<file path="src/rtl/seg7_scan_driver.sv">
// seg7_scan_driver
//
// Purpose:
//   Time-multiplexes the shot-clock digits (s1/s0) and the score digits
//   (sc1/sc0) onto a common-anode 4-digit seven-segment display.
//   - While the shot clock sits at 00, its two digits blink.
//   - Any BCD code from 10 to 15 is shown as a dash.
//   - All display outputs are registered and lag the scan index and the
//     inputs by one clock.
//
// Ports:
//   clk   in   1  system clock
//   rst   in   1  synchronous reset, active-low
//   s1    in   4  shot-clock tens (BCD)
//   s0    in   4  shot-clock ones (BCD)
//   zero  in   1  shot clock is at 00 (level)
//   sc1   in   4  score tens (BCD)
//   sc0   in   4  score ones (BCD)
//   an    out  4  digit enables, active-low, an[0] = rightmost digit
//   seg   out  7  segments {g,f,e,d,c,b,a}, active-low
//   dp    out  1  decimal point, active-low (lit on the score ones digit)
//
// Parameters:
//   DIGIT_CYCLES  clk cycles each digit stays lit (>= 2)
//   BLINK_CYCLES  clk cycles per blink half-period (>= 2)
//
// Build option:
//   SEG7_LZ_BLANK_EN  when defined, the tens digits (index 1 and index 3)
//                     are blanked if they hold 0 (leading-zero blanking).

module seg7_scan_driver #(
    parameter int DIGIT_CYCLES = 100000,
    parameter int BLINK_CYCLES = 25000000
) (
    input  logic       clk,
    input  logic       rst,
    input  logic [3:0] s1,
    input  logic [3:0] s0,
    input  logic       zero,
    input  logic [3:0] sc1,
    input  logic [3:0] sc0,
    output logic [3:0] an,
    output logic [6:0] seg,
    output logic       dp
);

    localparam int RW = (DIGIT_CYCLES > 1) ? $clog2(DIGIT_CYCLES) : 1;
    localparam int BW = (BLINK_CYCLES > 1) ? $clog2(BLINK_CYCLES) : 1;
    localparam logic [RW-1:0] REF_LAST   = RW'(DIGIT_CYCLES - 1);
    localparam logic [BW-1:0] BLINK_LAST = BW'(BLINK_CYCLES - 1);
    localparam logic [6:0]    SEG_BLANK  = 7'b1111111;
    localparam logic [6:0]    SEG_DASH   = 7'b0111111;

    typedef enum logic {PH_ON, PH_OFF} phase_t;

    logic [RW-1:0] refresh_q;
    logic [1:0]    idx_q;
    logic [BW-1:0] blink_cnt_q;
    phase_t        phase_q;
    logic          zero_prev_q;
    logic [3:0]    an_q;
    logic [6:0]    seg_q;
    logic          dp_q;

    logic [3:0]    an_d;
    logic [6:0]    seg_d;
    logic          dp_d;
    logic [3:0]    digit;

    function automatic logic [6:0] decode(input logic [3:0] v);
        logic [6:0] r;
        case (v)
            4'd0:    r = 7'b1000000;
            4'd1:    r = 7'b1111001;
            4'd2:    r = 7'b0100100;
            4'd3:    r = 7'b0110000;
            4'd4:    r = 7'b0011001;
            4'd5:    r = 7'b0010010;
            4'd6:    r = 7'b0000010;
            4'd7:    r = 7'b1111000;
            4'd8:    r = 7'b0000000;
            4'd9:    r = 7'b0010000;
            default: r = SEG_DASH;
        endcase
        return r;
    endfunction

    // One-hot-low anode pattern for the current scan index.
    genvar gi;
    generate
        for (gi = 0; gi < 4; gi++) begin : g_an
            assign an_d[gi] = (idx_q != 2'(gi));
        end
    endgenerate

    always_comb begin
        digit = s0;
        case (idx_q)
            2'd0:    digit = s0;
            2'd1:    digit = s1;
            2'd2:    digit = sc0;
            default: digit = sc1;
        endcase

        seg_d = decode(digit);

        // Only the shot-clock digits blink; the anode keeps scanning so the
        // duty cycle of the score digits is unaffected.
        if (phase_q == PH_OFF && !idx_q[1]) begin
            seg_d = SEG_BLANK;
        end

`ifdef SEG7_LZ_BLANK_EN
        if ((idx_q == 2'd1 && s1 == 4'd0) || (idx_q == 2'd3 && sc1 == 4'd0)) begin
            seg_d = SEG_BLANK;
        end
`endif

        dp_d = (idx_q != 2'd2);
    end

    always_ff @(posedge clk) begin
        if (!rst) begin
            refresh_q   <= '0;
            idx_q       <= 2'd0;
            blink_cnt_q <= '0;
            phase_q     <= PH_ON;
            zero_prev_q <= 1'b0;
            an_q        <= 4'b1111;
            seg_q       <= SEG_BLANK;
            dp_q        <= 1'b1;
        end else begin
            zero_prev_q <= zero;

            if (refresh_q == REF_LAST) begin
                refresh_q <= '0;
                idx_q     <= idx_q + 2'd1;
            end else begin
                refresh_q <= refresh_q + 1'b1;
            end

            // A fresh rising edge of zero restarts the blink in the visible
            // phase, regardless of where a previous blink run stopped.
            if (!zero || !zero_prev_q) begin
                blink_cnt_q <= '0;
                phase_q     <= PH_ON;
            end else if (blink_cnt_q == BLINK_LAST) begin
                blink_cnt_q <= '0;
                phase_q     <= (phase_q == PH_ON) ? PH_OFF : PH_ON;
            end else begin
                blink_cnt_q <= blink_cnt_q + 1'b1;
            end

            an_q  <= an_d;
            seg_q <= seg_d;
            dp_q  <= dp_d;
        end
    end

    assign an  = an_q;
    assign seg = seg_q;
    assign dp  = dp_q;

endmodule

</file>
<file path="config.mk">
export PLATFORM = sky130hd
export DESIGN_NAME = seg7_scan_driver
export DESIGN_NICKNAME = d
export VERILOG_FILES = /design/src/rtl/seg7_scan_driver.sv
export SDC_FILE = /design/constraint.sdc
export NUM_CORES = 1
export LEC_CHECK = 0
export BUFFER_PORTS_ARGS = -buffer_cell sky130_fd_sc_hd__buf_2
export CAP_MARGIN = 10
export CORE_ASPECT_RATIO = 1.1
export CORE_MARGIN = 2
export CORE_UTILIZATION = 26
export CTS_CLUSTER_DIAMETER = 60
export DETAILED_ROUTE_END_ITERATION = 6
export HOLD_SLACK_MARGIN = 0.03
export PLACE_DENSITY = 0.49
export RECOVER_POWER = 50
export SLEW_MARGIN = 20
export SYNTH_ARGS = -nofsm -noshare
export SYNTH_HDL_FRONTEND = slang
export SYNTH_SLANG_ARGS = --single-unit
</file>
<file path="constraint.sdc">
create_clock -name clk -period 2.7 [get_ports clk]
set_input_delay 0.675 -clock clk [delete_from_list [all_inputs] [get_ports clk]]
set_output_delay 0.675 -clock clk [all_outputs]
set_load 0.01 [all_outputs]
</file>
==> results of run 1 <==
power breakdown:
part	internal, uW	switching (uW)	leakage (uW)
Sequential	854	5.50	0.000462
Combinational	29.4	42.2	0.000502
Clock	558	323	0.000111
Yosys cell counts (all sizes together):
cell type and number:
dfxtp 57, nor2 26, a21oi 21, nand2 17, nand4 17, xor2 15, nand3 14, inv 13
o21ai 13, ha 10, or4 10, clkbuf 9, o31ai 9, or3 9, and2 7, and3 7
xnor2 7, and4 5, buf 5, a22oi 4, mux2i 3, a211oi 2, a21boi 2, a222oi 2
a22o 2, nor3 2, nor4b 2, and4b 1, mux2 1, nand2b 1, nor2b 1, nor3b 1
nor4 1, nor4bb 1, o2111ai 1, o21bai 1
layout make-up:
| class | count | area [um^2] | share of cell area [%] |
|---|---|---|---|
| Multi-Input combinational cell | 215 | 1400 | 45.2 |
| Sequential cell | 57 | 1140 | 36.8 |
| Clock buffer | 11 | 151 | 4.88 |
| Tap cell | 120 | 150 | 4.84 |
| Timing Repair Buffer | 32 | 145 | 4.68 |
| Clock inverter | 3 | 65.1 | 2.10 |
| Inverter | 13 | 48.8 | 1.57 |
worst reg2reg max path, stage by stage, from the launching register on:
cell	delay, ps
dfxtp_1	390
ha_1	220
and4_1	310
nand4_1	380
or4_1	590
a21oi_1	150
cells by family (layout without fill, tap and decap cells):
family | count (synthesis) | count (layout) | synth area share [%]
AOI/OAI and AO/OA | 57 | 57 | 13.2
xor gates and xnor gates | 22 | 22 | 7.24
adders and majority gates | 10 | 10 | 4.70
buffers and inverters | 27 | 59 | 4.37
DFF | 57 | 57 | 42.9
muxes | 4 | 4 | 1.55
and+or+nand+nor | 122 | 122 | 26.0
registers in the layout, summed over array words and instances, names as in the netlist:
| signal | flops |
|---|---|
| an | 4 |
| blink_cnt_q | 25 |
| idx_q | 2 |
| phase_q | 1 |
| refresh_q | 17 |
| seg | 7 |
| zero_prev_q | 1 |
routing by layer:
layer	track usage, %	up-vias	wire length (um)
met5	0	-	0
met4	3.23	0	39
met3	4.22	4	222
met2	15.7	35	2440
met1	14.2	988	2740
li1	-	1143	-
worst min path at each step:
stage / slack, ps / from / cells past startpoint / endpoint
floorplan: 410 / refresh_q[0] / 1 / refresh_q[0]
global placement: 430 / refresh_q[0] / 1 / refresh_q[0]
detailed placement: 430 / zero_prev_q / 2 / phase_q
CTS: 440 / zero_prev_q / 2 / phase_q
global route: 460 / zero_prev_q / 2 / phase_q
finish: 440 / zero_prev_q / 2 / phase_q
per-stage QoR:
| stage | utilization (%) | std cells |
|---|---|---|
| final | 31.2 | 451 |
| after global routing | 31.2 | 451 |
| after CTS | 31.4 | 451 |
| after detailed placement | 29.3 | 437 |
| after global placement | 29.3 | 437 |
| after floorplan | - | 299 |
==> results_dict.tcl, run 1 <==
set metrics [dict create \
    fill_cells 1015 \
    fp-row-count 38 \
    synth-seq-area-share_pct 42.9 \
    num_vias 2170 \
    syn_avg_cell_area_um2 8.90 \
    synthToLayoutAreaGrowth_pct 16.7 \
    hold_ws_ps 436 \
    yosys_warnings 0 \
    ctsRootBufferMaster "clkbuf_8" \
    grt_pass1_wl_um 9390 \
    tns_ps 0 \
    ff2ff_path_depth 5 \
    clkSlewWorstSetupHoldPaths_ps 60 \
    netlist_top_cells_area "dfxtp_1, xor2_1, ha_1" \
    post_drt_wl_per_cell_um 12.1 \
    max_slew_margin_pct 59.9 \
    critPathTopFamily "simple AND/OR/NAND/NOR gates" \
    setup_ws_ps 601 \
    period_needed_ps 2100 \
    path_depth 5 \
    diodes 0 \
    power.density_nw_per_um2 584 \
    ys_ff_latch 57 \
    dr.pass1.iters 5 \
    cts_sinks 57 \
    synth_nets 328 \
    clock_latency_ps 330 \
    antenna_found_initial 0 \
    post-route-period-util_pct 77.8 \
    synth_top_area_share_pct 42.9 \
    slew_violations 0 \
    tritoncts.num_buffers 9 \
    status "finished clean" \
    synth_area_um2 2660 \
    route.detailed.drc 0 \
    crit_required_ps 2960 \
    critPathBufInv 0 \
    dieArea_um2 11100 \
    place_ws_ps 641 \
    slowest_stage "or4_1" \
    finalInstanceArea_um2 3100 \
    final_layout_size_suffix_gt1_share_pct 10.6 \
    ys_types 42 \
    peakVddDrop_mv 0.290 \
    hold_viol 0 \
    wirelength_um 5440 \
    finClkSkew_ps 9.92 \
    synthCells 299 \
    viasPerCell 4.81 \
    cp-endpoint "blink_cnt_q[24]" \
    pin_count 31 \
    rsz0062_at_grt "no" \
    grt_pass1_vias 2014 \
    synth_largest_area_cell "dfxtp_1" \
    cts_tree "done" \
    setup_viol 0 \
    start_util_pct 26.8 \
    die_x_um 100 \
    cts_resized 0 \
    final_cell_mix "dfxtp_1, nor2_1, a21oi_1" \
    grt.total_usage_pct 10.6 \
    placed_cell_area_um2 2910 \
    cp.arrival_ps 2360 \
    path_class "reg -> reg" \
    worstSetupEndpointType "register" \
    startpoint "blink_cnt_q[0]" \
    core_um2 9940 \
    gp_congestion 0.756 \
    cts_post_setup_buffers_inserted 0 \
    rrSetupSlack_ps 600 \
    cp_max_fo 12 \
    reg2reg_from "blink_cnt_q[0]" \
    final_common_cell "dfxtp_1" \
    drtAntennaViolNets 0 \
    maxCapViolCount 0 \
    grt_max_degree 16 \
    hold_class "reg -> reg" \
    die_h_um 110 \
    layout.nets 357 \
    drt_iter0_drc 91 \
    io_buffers 30 \
    hold_buffers 0 \
    r2r-end "blink_cnt_q[24]" \
    power.leakage_uw 0.00108 \
    cts_buffer_depth 2 \
    htreeDepth 3 \
    hpwl_um 3800 \
    cp_cell_sequence "ha_1, and4_1, nand4_1, or4_1, a21oi_1" \
    grt_remaining_overflow 0 \
    worstSetupStartpointType "register" \
    fmax_mhz 476 \
    worst_slew_pin_slew_ps 600 \
    p_total_uw 1810 \
    max_stage_delay_ps 590 \
]
No activity file was read; power rests on OpenSTA's default activity.
==> inputs of run 2 (changes only) <==
--- a/config.mk
+++ b/config.mk
@@ -13,7 +13,7 @@
 export CTS_CLUSTER_DIAMETER = 60
 export DETAILED_ROUTE_END_ITERATION = 6
 export HOLD_SLACK_MARGIN = 0.03
-export PLACE_DENSITY = 0.49
+export PLACE_DENSITY = 0.5
 export RECOVER_POWER = 50
 export SLEW_MARGIN = 20
 export SYNTH_ARGS = -nofsm -noshare
==> constraint.sdc (replaced) <==
create_clock -name clk -period 1.8 [get_ports clk]
set_input_delay 0.45 -clock clk [delete_from_list [all_inputs] [get_ports clk]]
set_output_delay 0.45 -clock clk [all_outputs]
set_load 0.01 [all_outputs]
==> run 2 against run 1 <==
Compared with the run above:
- total power grew 45%
- largest cell class unchanged
- clock skew fell by 1.6 ps
- critical path depth is 3 higher
- wire length is 12% higher
- final cell count rose by 9.5%
- flip-flop and latch count did not move
- non-clock buffer count up 41
- critical path type unchanged
- maximum frequency rose by 21%
- combinational power is 120% higher
==> results_dict.tcl, run 2 (synthesis gave the netlist of run 1 again) <==
set metrics [dict create \
    status "finished clean" \
    die_x_um 100 \
    final_cell_mix "dfxtp_1, buf_4, buf_2" \
    finClkSkew_ps 8.31 \
    hpwl_um 4250 \
    ctsRootBufferMaster "clkbuf_8" \
    clkSlewWorstSetupHoldPaths_ps 70 \
    route.detailed.drc 0 \
    drt_iter0_drc 98 \
    start_util_pct 26.8 \
    num_vias 2424 \
    final_layout_size_suffix_gt1_share_pct 34.2 \
    multiInputGateArea_um2 1530 \
    crit_required_ps 2040 \
    tritoncts.num_buffers 9 \
    cts_sinks 57 \
    viasPerCell 4.91 \
    wirelength_um 6110 \
    rsz0062_at_grt "yes" \
    antenna_found_initial 0 \
    period_needed_ps 1740 \
    grt_pass1_wl_um 10100 \
    largest_reg_flops 25 \
    p_total_uw 2630 \
    switchingPower_uw 638 \
    drtAntennaViolNets 0 \
    worst_slew_pin_slew_ps 344 \
    tns_ps 0 \
    io_buffers 30 \
    diodes 0 \
    seq_area_um2 1160 \
    worstSetupStartpointType "register" \
    htreeDepth 3 \
    peakVddDrop_mv 0.400 \
    slew_violations 0 \
    p_seq_share_pct 48.9 \
    post_drt_wl_per_cell_um 12.4 \
    grt.total_usage_pct 11.4 \
    pwr-share-clk_pct 45.0 \
    pin_count 31 \
    cts_tree "done" \
    synthToLayoutAreaGrowth_pct 34.2 \
    dieArea_um2 11100 \
    cp.arrival_ps 1980 \
    worstSetupEndpointType "register" \
    final_common_cell "dfxtp_1" \
    power.density_nw_per_um2 735 \
    die_h_um 110 \
    fill_cells 1002 \
    cp_max_fo 4 \
    fmax_mhz 575 \
    switching_share_pct 24.3 \
    grt_max_degree 21 \
    grt_remaining_overflow 0 \
    path_class "reg -> reg" \
    maxCapViolCount 0 \
    hold_buffers 0 \
    core_um2 9940 \
    max_slew_margin_pct 77.1 \
    power.leakage_uw 0.00130 \
    post-route-period-util_pct 96.6 \
    regMostFlops "blink_cnt_q" \
    p_comb_share_pct 6.1 \
    cts_buffer_depth 2 \
    clock_latency_ps 340 \
    setup_viol 0 \
    grt_pass1_vias 2273 \
    fp-row-count 38 \
    layout.nets 398 \
    dr.pass1.iters 4 \
    p_int_uw 1990 \
    gp_congestion 0.799 \
    hold_viol 0 \
    hold_class "in -> reg" \
]
[run 2: cell count changes in the layout (fill, tap and decap cells not counted), sizes merged]
cell	delta
clkinvlp	+3
buf	+54
bufinv	-1
clkinv	+2
clkbuf	-15
[run 2: critical path, cell delays in order, from the launching register on]
cell and delay [ps]:
dfxtp_4 380, inv_4 50, ha_4 160, a222oi_1 380
mux2i_2 170, inv_2 140, ha_4 140, and3_4 170
o21ai_2 40
[run 2: what timing repair did]
action,in CTS,in global routing
pin swaps,2,14
setup buffers,1,6
gates resized for setup,3,42
setup endpoints to repair,6,36
cloned,0,0
[run 2: layout make-up]
cell class | instances | area share, %
Multi-Input combinational cell | 215 | 42.9
Sequential cell | 57 | 32.5
Timing Repair Buffer | 73 | 13.5
Tap cell | 120 | 4.20
Clock buffer | 9 | 3.47
Clock inverter | 7 | 2.00
Inverter | 13 | 1.44
[run 2: layer usage]
layer	up-vias	wire length, um	track usage [%]
met5	-	0	0
met4	0	104	5.28
met3	9	179	3.09
met2	30	2960	18.3
met1	1165	2860	14.2
li1	1220	-	-
[run 2: power by group through the flow]
stage                     Combinational (uW)  Sequential, uW  Clock (uW)
after global placement                   133            1320           0
final                                    160            1280        1180
after detailed placement                 132            1320           0
after global routing                     178            1290        1280
after CTS                                136            1290        1220
after floorplan                         60.3            1320           0
[run 2: final timing paths]
kind,endpoint,slack [ps],startpoint,cells after the start
max,seg[4],60,idx_q[0],8
min,zero_prev_q,400,zero,2
max reg2reg,seg[4],60,idx_q[0],8
min reg2reg,phase_q,420,zero_prev_q,2
[run 2: stage by stage]
stage	instance area [um^2]	hold WS (ps)	setup WS [ps]	std cells	utilization, %
6_report	3570	402	60.6	494	35.9
5_1_grt	3570	429	-73.8	494	35.9
4_1_cts	3390	365	0.783	488	34.1
3_5_place_dp	3180	431	-75.1	471	32.0
3_3_place_gp	3180	422	-20.7	471	32.0
2_1_floorplan	2670	413	6.75	299	-
